## src/rtl/panel_pkg.sv

```systemverilog
// panel_pkg: shared state encodings, device register constants and the
// seven-segment lookup used by the panel_scan front-panel scanner.
package panel_pkg;

   // Scan sequencer states, visited in this order after reset.
   typedef enum logic [2:0] {
      ST_IDLE,
      ST_INIT_DIR,
      ST_INIT_PU,
      ST_INIT_DISP,
      ST_SNAP,
      ST_WR_EXP,
      ST_WR_DIG,
      ST_RD_EXP
   } state_e;

   // Per-index transaction phase: decide, offer request, await response.
   typedef enum logic [1:0] {
      PH_ISSUE,
      PH_REQ,
      PH_RSP
   } phase_e;

   // MCP23017 registers (IOCON.BANK = 0 layout).
   localparam logic [7:0] IODIRB = 8'h01;
   localparam logic [7:0] GPPUA  = 8'h0C;
   localparam logic [7:0] GPIOA  = 8'h12;
   localparam logic [7:0] OLATB  = 8'h15;

   // HT16K33 command byte and the data byte that enables oscillator and display.
   localparam logic [7:0] HT_ON_CMD  = 8'h21;
   localparam logic [7:0] HT_ON_DATA = 8'h81;

   // Storage is sized for the largest supported panel so a 3-bit index
   // always addresses it exactly.
   localparam int MAX_UNITS = 8;

   // Hex nibble to 7-segment code (bit 0 = segment a).
   function automatic logic [7:0] seg7(input logic [3:0] nib);
      logic [7:0] seg;
      case (nib)
         4'h0: seg = 8'h3F;
         4'h1: seg = 8'h06;
         4'h2: seg = 8'h5B;
         4'h3: seg = 8'h4F;
         4'h4: seg = 8'h66;
         4'h5: seg = 8'h6D;
         4'h6: seg = 8'h7D;
         4'h7: seg = 8'h07;
         4'h8: seg = 8'h7F;
         4'h9: seg = 8'h6F;
         4'hA: seg = 8'h77;
         4'hB: seg = 8'h7C;
         4'hC: seg = 8'h39;
         4'hD: seg = 8'h5E;
         4'hE: seg = 8'h79;
         4'hF: seg = 8'h71;
         default: seg = 8'h00;
      endcase
      return seg;
   endfunction

endpackage

```

## src/rtl/panel_seg7.sv

```systemverilog
// panel_seg7: combinational nibble to seven-segment encoder.
module panel_seg7
   import panel_pkg::*;
(
   input  logic [3:0] nib_i,
   output logic [7:0] seg_o
);

   // Table lookup shared with any other user of the package.
   always_comb seg_o = seg7(nib_i);

endmodule

```

## src/rtl/panel_scan.sv

```systemverilog
// panel_scan: sequences MCP23017 expanders and an HT16K33 display through a
// request/response byte-level I2C master: init, then snapshot, dirty-only
// writes and a full switch read pass, repeated forever.
module panel_scan
   import panel_pkg::*;
#(
   parameter int         N_EXP     = 4,
   parameter int         N_DIG     = 4,
   parameter logic [6:0] EXP_BASE  = 7'h20,
   parameter logic [6:0] DISP_ADDR = 7'h70,
   parameter int         MAX_RETRY = 3
) (
   input  logic               clk_i,
   input  logic               rst_i,
   input  logic [8*N_EXP-1:0] gpio_i,
   input  logic [4*N_DIG-1:0] lcd_bcd_i,
   output logic [8*N_EXP-1:0] gpio_o,
   output logic               gpio_vld_o,
   output logic               err_o,
   output logic               req_val_o,
   input  logic               req_rdy_i,
   output logic [6:0]         req_daddr_o,
   output logic [7:0]         req_addr_o,
   output logic [7:0]         req_data_o,
   output logic               req_wen_o,
   input  logic               rsp_val_i,
   output logic               rsp_rdy_o,
   input  logic               rsp_err_i,
   input  logic [7:0]         rsp_data_i
);

   localparam logic [2:0] EXP_LAST = 3'(N_EXP - 1);
   localparam logic [2:0] DIG_LAST = 3'(N_DIG - 1);

   state_e               state_q, state_d;
   phase_e               phase_q, phase_d;
   logic [2:0]           idx_q, idx_d;
   logic [7:0]           retry_q, retry_d;
   logic                 err_q, err_d;
   logic                 vld_q, vld_d;
   logic [8*N_EXP-1:0]   gpio_q, gpio_d;
   logic [MAX_UNITS-1:0] exp_ok_q, dig_ok_q;
   logic [7:0]           snap_exp_q   [MAX_UNITS];
   logic [3:0]           snap_dig_q   [MAX_UNITS];
   logic [7:0]           exp_shadow_q [MAX_UNITS];
   logic [3:0]           dig_shadow_q [MAX_UNITS];
   logic [7:0]           stage_q      [MAX_UNITS];
   logic [7:0]           seg_code;
   logic [2:0]           last_idx;
   logic                 need, commit, advance, inval;

   panel_seg7 u_seg7 (
      .nib_i (snap_dig_q[idx_q]),
      .seg_o (seg_code)
   );

   assign req_val_o  = (phase_q == PH_REQ);
   assign rsp_rdy_o  = (phase_q == PH_RSP);
   assign gpio_o     = gpio_q;
   assign gpio_vld_o = vld_q;
   assign err_o      = err_q;

   // Decode the current index: whether it needs a bus transaction and what that transaction is.
   always_comb begin
      // NOTE: every output gets a default first so no path through the case infers a latch.
      need        = 1'b0;
      last_idx    = EXP_LAST;
      req_daddr_o = EXP_BASE + 7'(idx_q);
      req_addr_o  = 8'h00;
      req_data_o  = 8'h00;
      req_wen_o   = 1'b1;
      case (state_q)
         ST_INIT_DIR: begin
            need       = 1'b1;
            req_addr_o = IODIRB;
         end
         ST_INIT_PU: begin
            need       = 1'b1;
            req_addr_o = GPPUA;
            req_data_o = 8'hFF;
         end
         ST_INIT_DISP: begin
            need        = 1'b1;
            last_idx    = 3'd0;
            req_daddr_o = DISP_ADDR;
            req_addr_o  = HT_ON_CMD;
            req_data_o  = HT_ON_DATA;
         end
         ST_WR_EXP: begin
            need       = !exp_ok_q[idx_q] || (exp_shadow_q[idx_q] != snap_exp_q[idx_q]);
            req_addr_o = OLATB;
            req_data_o = snap_exp_q[idx_q];
         end
         ST_WR_DIG: begin
            need        = !dig_ok_q[idx_q] || (dig_shadow_q[idx_q] != snap_dig_q[idx_q]);
            last_idx    = DIG_LAST;
            req_daddr_o = DISP_ADDR;
            req_addr_o  = {4'h0, idx_q, 1'b0};
            req_data_o  = seg_code;
         end
         ST_RD_EXP: begin
            need       = 1'b1;
            req_addr_o = GPIOA;
            req_wen_o  = 1'b0;
         end
         default: ;
      endcase
   end

   // Next-state logic: handshake phases, retry/abandon on error, index and state advance.
   always_comb begin
      state_d = state_q;
      phase_d = phase_q;
      idx_d   = idx_q;
      retry_d = retry_q;
      err_d   = err_q;
      vld_d   = 1'b0;
      commit  = 1'b0;
      advance = 1'b0;
      inval   = 1'b0;
      case (phase_q)
         PH_ISSUE: begin
            if (state_q == ST_IDLE) begin
               state_d = ST_INIT_DIR;
               idx_d   = 3'd0;
               inval   = 1'b1;
            end else if (state_q == ST_SNAP) begin
               state_d = ST_WR_EXP;
               idx_d   = 3'd0;
            end else if (need) begin
               phase_d = PH_REQ;
            end else begin
               advance = 1'b1;
            end
         end
         PH_REQ: begin
            if (req_rdy_i) phase_d = PH_RSP;
         end
         PH_RSP: begin
            if (rsp_val_i) begin
               if (!rsp_err_i) begin
                  retry_d = 8'd0;
                  commit  = 1'b1;
                  advance = 1'b1;
                  phase_d = PH_ISSUE;
               end else if (retry_q == 8'(MAX_RETRY)) begin
                  // Retries exhausted: abandon the pass and bring the devices back up.
                  err_d   = 1'b1;
                  retry_d = 8'd0;
                  state_d = ST_INIT_DIR;
                  idx_d   = 3'd0;
                  phase_d = PH_ISSUE;
                  inval   = 1'b1;
               end else begin
                  retry_d = retry_q + 8'd1;
                  phase_d = PH_REQ;
               end
            end
         end
         default: phase_d = PH_ISSUE;
      endcase

      if (advance) begin
         if (idx_q == last_idx) begin
            idx_d = 3'd0;
            case (state_q)
               ST_INIT_DIR:  state_d = ST_INIT_PU;
               ST_INIT_PU:   state_d = ST_INIT_DISP;
               ST_INIT_DISP: state_d = ST_SNAP;
               ST_WR_EXP:    state_d = ST_WR_DIG;
               ST_WR_DIG:    state_d = ST_RD_EXP;
               ST_RD_EXP: begin
                  state_d = ST_SNAP;
                  vld_d   = 1'b1;
               end
               default:      state_d = ST_IDLE;
            endcase
         end else begin
            idx_d = idx_q + 3'd1;
         end
      end
   end

   // Completed read pass: staged bytes plus the final response, MSB byte from expander 0.
   always_comb begin
      gpio_d = gpio_q;
      for (int e = 0; e < N_EXP; e++) begin
         gpio_d[8*(N_EXP-1-e) +: 8] = (idx_q == 3'(e)) ? rsp_data_i : stage_q[e];
      end
   end

   // Control state, sticky error, published switch values and shadow validity.
   always_ff @(posedge clk_i or posedge rst_i) begin
      if (rst_i) begin
         state_q  <= ST_IDLE;
         phase_q  <= PH_ISSUE;
         idx_q    <= 3'd0;
         retry_q  <= 8'd0;
         err_q    <= 1'b0;
         vld_q    <= 1'b0;
         gpio_q   <= '0;
         exp_ok_q <= '0;
         dig_ok_q <= '0;
      end else begin
         // NOTE: non-blocking assignments so every register samples pre-edge values.
         state_q <= state_d;
         phase_q <= phase_d;
         idx_q   <= idx_d;
         retry_q <= retry_d;
         err_q   <= err_d;
         vld_q   <= vld_d;
         if (inval) begin
            exp_ok_q <= '0;
            dig_ok_q <= '0;
         end else if (commit && state_q == ST_WR_EXP) begin
            exp_ok_q[idx_q] <= 1'b1;
         end else if (commit && state_q == ST_WR_DIG) begin
            dig_ok_q[idx_q] <= 1'b1;
         end
         if (vld_d) gpio_q <= gpio_d;
      end
   end

   // Snapshot, shadow and staging storage for input and read data.
   always_ff @(posedge clk_i) begin
      // NOTE: data storage has no reset; the separately reset valid bits qualify every use.
      if (state_q == ST_SNAP) begin
         for (int e = 0; e < N_EXP; e++) snap_exp_q[e] <= gpio_i[8*(N_EXP-1-e) +: 8];
         for (int j = 0; j < N_DIG; j++) snap_dig_q[j] <= lcd_bcd_i[4*j +: 4];
      end
      if (commit) begin
         case (state_q)
            ST_WR_EXP: exp_shadow_q[idx_q] <= snap_exp_q[idx_q];
            ST_WR_DIG: dig_shadow_q[idx_q] <= snap_dig_q[idx_q];
            ST_RD_EXP: stage_q[idx_q]      <= rsp_data_i;
            default: ;
         endcase
      end
   end

endmodule

```

## config.mk

```make
export PLATFORM = sky130hd
export DESIGN_NAME = panel_scan
export DESIGN_NICKNAME = d
export VERILOG_FILES = /design/src/rtl/panel_pkg.sv /design/src/rtl/panel_seg7.sv /design/src/rtl/panel_scan.sv
export SDC_FILE = /design/constraint.sdc
export NUM_CORES = 1
export LEC_CHECK = 0
export CAP_MARGIN = 20
export CORE_MARGIN = 1
export CORE_UTILIZATION = 50
export CTS_BUF_LIST = sky130_fd_sc_hd__clkbuf_16
export DETAILED_ROUTE_END_ITERATION = 10
export GPL_TIMING_DRIVEN = 0
export PLACE_DENSITY = 0.7
export SLEW_MARGIN = 30
export SYNTH_ARGS = -nofsm -noshare
export SYNTH_HDL_FRONTEND = slang
export SYNTH_SLANG_ARGS = --single-unit
```

## constraint.sdc

```tcl
create_clock -name clk_i -period 3.6 [get_ports clk_i]
set_input_delay 0.72 -clock clk_i [delete_from_list [all_inputs] [get_ports clk_i]]
set_output_delay 0.72 -clock clk_i [all_outputs]
set_load 0.05 [all_outputs]
```

==> impl_metrics.env <==
export IMPL_track_usage=0.232
export IMPL_netlist_instances=712
export IMPL_hold_viol=0
export IMPL_muxShareOfSynthArea=0.111
export IMPL_antenna_found_initial=0
export IMPL_grt_max_degree=37
export IMPL_synth_simple_area_share=0.0699
export IMPL_seq_area_frac_synth=0.648
export IMPL_synth_compound_area_frac=0.107
export IMPL_final_common_cell="edfxtp_1"
export IMPL_fillCellCount=1490
export IMPL_core_area_sq_um=21000
export IMPL_grt_ovfl_total=0
export IMPL_relSlewSlack=0.316
export IMPL_cts_tree="built"
export IMPL_routed_wl_um=25400
export IMPL_finalWorstSetupSlack_ns=-0.0760
export IMPL_die_h_um=148
export IMPL_place_area_sq_um=12300
export IMPL_clock_skew_ns=0.0156
export IMPL_syn_to_final_growth_pct=27.4
export IMPL_setup_tns_ns=-0.0839
export IMPL_pre_cts_slack_ns=-0.742
export IMPL_finalPower_mw=8.54
export IMPL_synth_xor_area_frac=0.00819
export IMPL_dr_pass1_iters=5
export IMPL_start_util=0.509
export IMPL_max_stage_delay_ns=0.56
export IMPL_crit_buf_inv=5
export IMPL_grt_pass1_wl_um=39300
export IMPL_die_area_sq_um=22000
export IMPL_viasPerCell=5.90
export IMPL_syn_area_sq_um=10700
export IMPL_path_cells="buf_6 -> buf_12 -> mux4_2 -> inv_4 -> ha_4 -> inv_2 -> a211o_1 -> a221oi_2 -> nor2_2 -> buf_6"
export IMPL_h_tree_depth=1
export IMPL_clkTransAtPathRegs_ns=0.06
export IMPL_netlist_cell_type_count=62
export IMPL_worstSetupPathType="reg -> out"
export IMPL_cts_buffer_depth=3
export IMPL_ctsRootBufferMaster="clkbuf_16"
export IMPL_arrival_ns=2.96
export IMPL_crit_path_end_kind="output pin"
export IMPL_fin_crit_sh=1.02
export IMPL_critical_path_required_ns=2.88
export IMPL_synth_fa_ha_area_frac=0.0211
export IMPL_outcome="complete, but fails checks"
export IMPL_violations="setup timing"
export IMPL_cp_start_kind="flip-flop"
export IMPL_cp_max_fo=5
export IMPL_crit_path_top_delay_cell="mux4_2"
export IMPL_cts_sinks=242
export IMPL_wl_per_cell_um=21.6
export IMPL_vias=6952
export IMPL_die_w_um=148
export IMPL_antenna_cells=0
export IMPL_ir_worst_vdd_uv=507
export IMPL_maxSlewViolCount=0
export IMPL_fin_nets=964
export IMPL_synth_seq_cells=242
export IMPL_ys_warn_count=0
export IMPL_grt_setup_unrepaired="yes"
export IMPL_synth_edf_count=176
export IMPL_ff2ff_setup_slack_ns=0.13
export IMPL_drc=0
export IMPL_drtIter0Drc=544
export IMPL_final_cell_mix="edfxtp_1 (176), clkdlybuf4s50_1 (101), dfrtp_1 (66)"
export IMPL_postRouteAntennaNets=0
export IMPL_fp_row_count=53
export IMPL_io_pins=121
export IMPL_min_path_type="reg -> reg"
export IMPL_postSynth_asyncResetShare=0.273
export IMPL_cp_common_cell="buf_6"
export IMPL_hpwl_um=17200
export IMPL_min_period_ns=3.68
export IMPL_finalSetupViolations=2
export IMPL_grt_pass1_vias=6984
export IMPL_syn_area_per_cell_sq_um=15.0
export IMPL_worst_pin_slew_ns=1.02
export IMPL_globalplace_congestion=0.874
export IMPL_p_per_area_nw_per_um2=627
export IMPL_cts_buffers=25
export IMPL_synthFlopType="edfxtp_1"
export IMPL_synth_top_family_by_area="multiplexers"
export IMPL_cp_top_family="buffers and inverters"
export IMPL_clk_latency_ns=0.53
export IMPL_maxCapViolCount=0
export IMPL_design_area_sq_um=13600
export IMPL_io_buffer_count=116
export IMPL_fmax_ghz=0.272
export IMPL_power_leakage_nw=5.33
export IMPL_drive_above_1_share=0.231
metrics by stage:
step / instances / hold WS, ns / util
3_5_place_dp: 1110 / 0.467 / 0.586
5_1_grt: 1179 / 0.508 / 0.648
4_1_cts: 1172 / 0.486 / 0.638
6_report: 1179 / 0.475 / 0.648
2_1_floorplan: 714 / 0.458 / -
3_3_place_gp: 1105 / 0.453 / 0.581
final timing paths:
kind | start | end | cells after the start
setup / recovery | idx_q[0] | req_data_o[0] | 10
hold / removal | err_o | err_o | 1
setup reg to reg | idx_q[0] | gpio_o[10] | 14
hold reg to reg | err_o | err_o | 1
max in group asynchronous | rst_i | gpio_o[14] | 3
min in group asynchronous | rst_i | gpio_vld_o | 2
logic make-up after synthesis:
| logic type | Yosys count |
|---|---|
| other | 2 |
| DFF | 242 |
| muxes | 88 |
| buffers and inverters | 58 |
| AOI/OAI and AO/OA | 129 |
| xor gates and xnor gates | 10 |
| and+or+nand+nor | 165 |
| adders and majority gates | 18 |
cell usage after synthesis, types with 12 or more instances:
master	n	area [sq um]
dfrtp_1	66	1650
ha_1	18	225
o21ai_0	20	100
nand2_1	39	146
a21oi_1	15	75.1
a2bb2oi_2	30	450
nor3_1	17	85.1
edfxtp_1	176	5290
inv_1	18	67.6
mux2i_1	52	521
mux2_2	13	146
mux4_2	21	473
buf_4	12	90.1
nor2_1	65	244
metal layers:
metal | GRT usage | share of wire | wire length, um | up-vias
li1 | - | - | - | 3051
met1 | 0.313 | 0.41 | 10500 | 3451
met2 | 0.392 | 0.49 | 12400 | 388
met3 | 0.0310 | 0.075 | 1910 | 62
met4 | 0.0753 | 0.027 | 677 | 0
met5 | 0 | 0 | 0 | -
final cells by class:
cell class              count  area [sq um]  share of cell area
plain buffers              38           350              0.0257
clock buffers              25           626              0.0459
clock inverters            21           253              0.0186
inverters                  19          78.8             0.00579
multi-input cells         414          3610               0.265
flip-flops and latches    242          6940               0.509
well taps                 275           344              0.0253
repair buffers            145          1430               0.105
registers in the layout, summed over array words and instances (netlist names):
name / count
stage_q: 32
dig_ok_q: 8
retry_q: 8
phase_q: 2
exp_shadow_q: 64
snap_dig_q: 16
dig_shadow_q: 32
gpio_vld_o: 1
exp_ok_q: 8
state_q: 3
gpio_o: 32
err_o: 1
idx_q: 3
snap_exp_q: 32
where the power goes:
group	total, mW	internal (mW)	leakage (nW)	switching [mW]
sequential	3.21	3.16	2.49	0.0466
clock	2.76	1.69	0.448	1.07
combinational	2.57	1.05	2.40	1.52
total	8.54	5.90	5.33	2.63
what timing repair did:
| item | CTS | global route |
|---|---|---|
| setup buffers | 17 | 7 |
| pin swaps | 5 | 12 |
| resized for setup | 81 | 39 |
| hold buffers | 0 | 0 |
| endpoints found under the setup margin | 50 | 44 |
| hold endpoints to repair | 0 | 0 |
(Power assumes the default switching activity.)
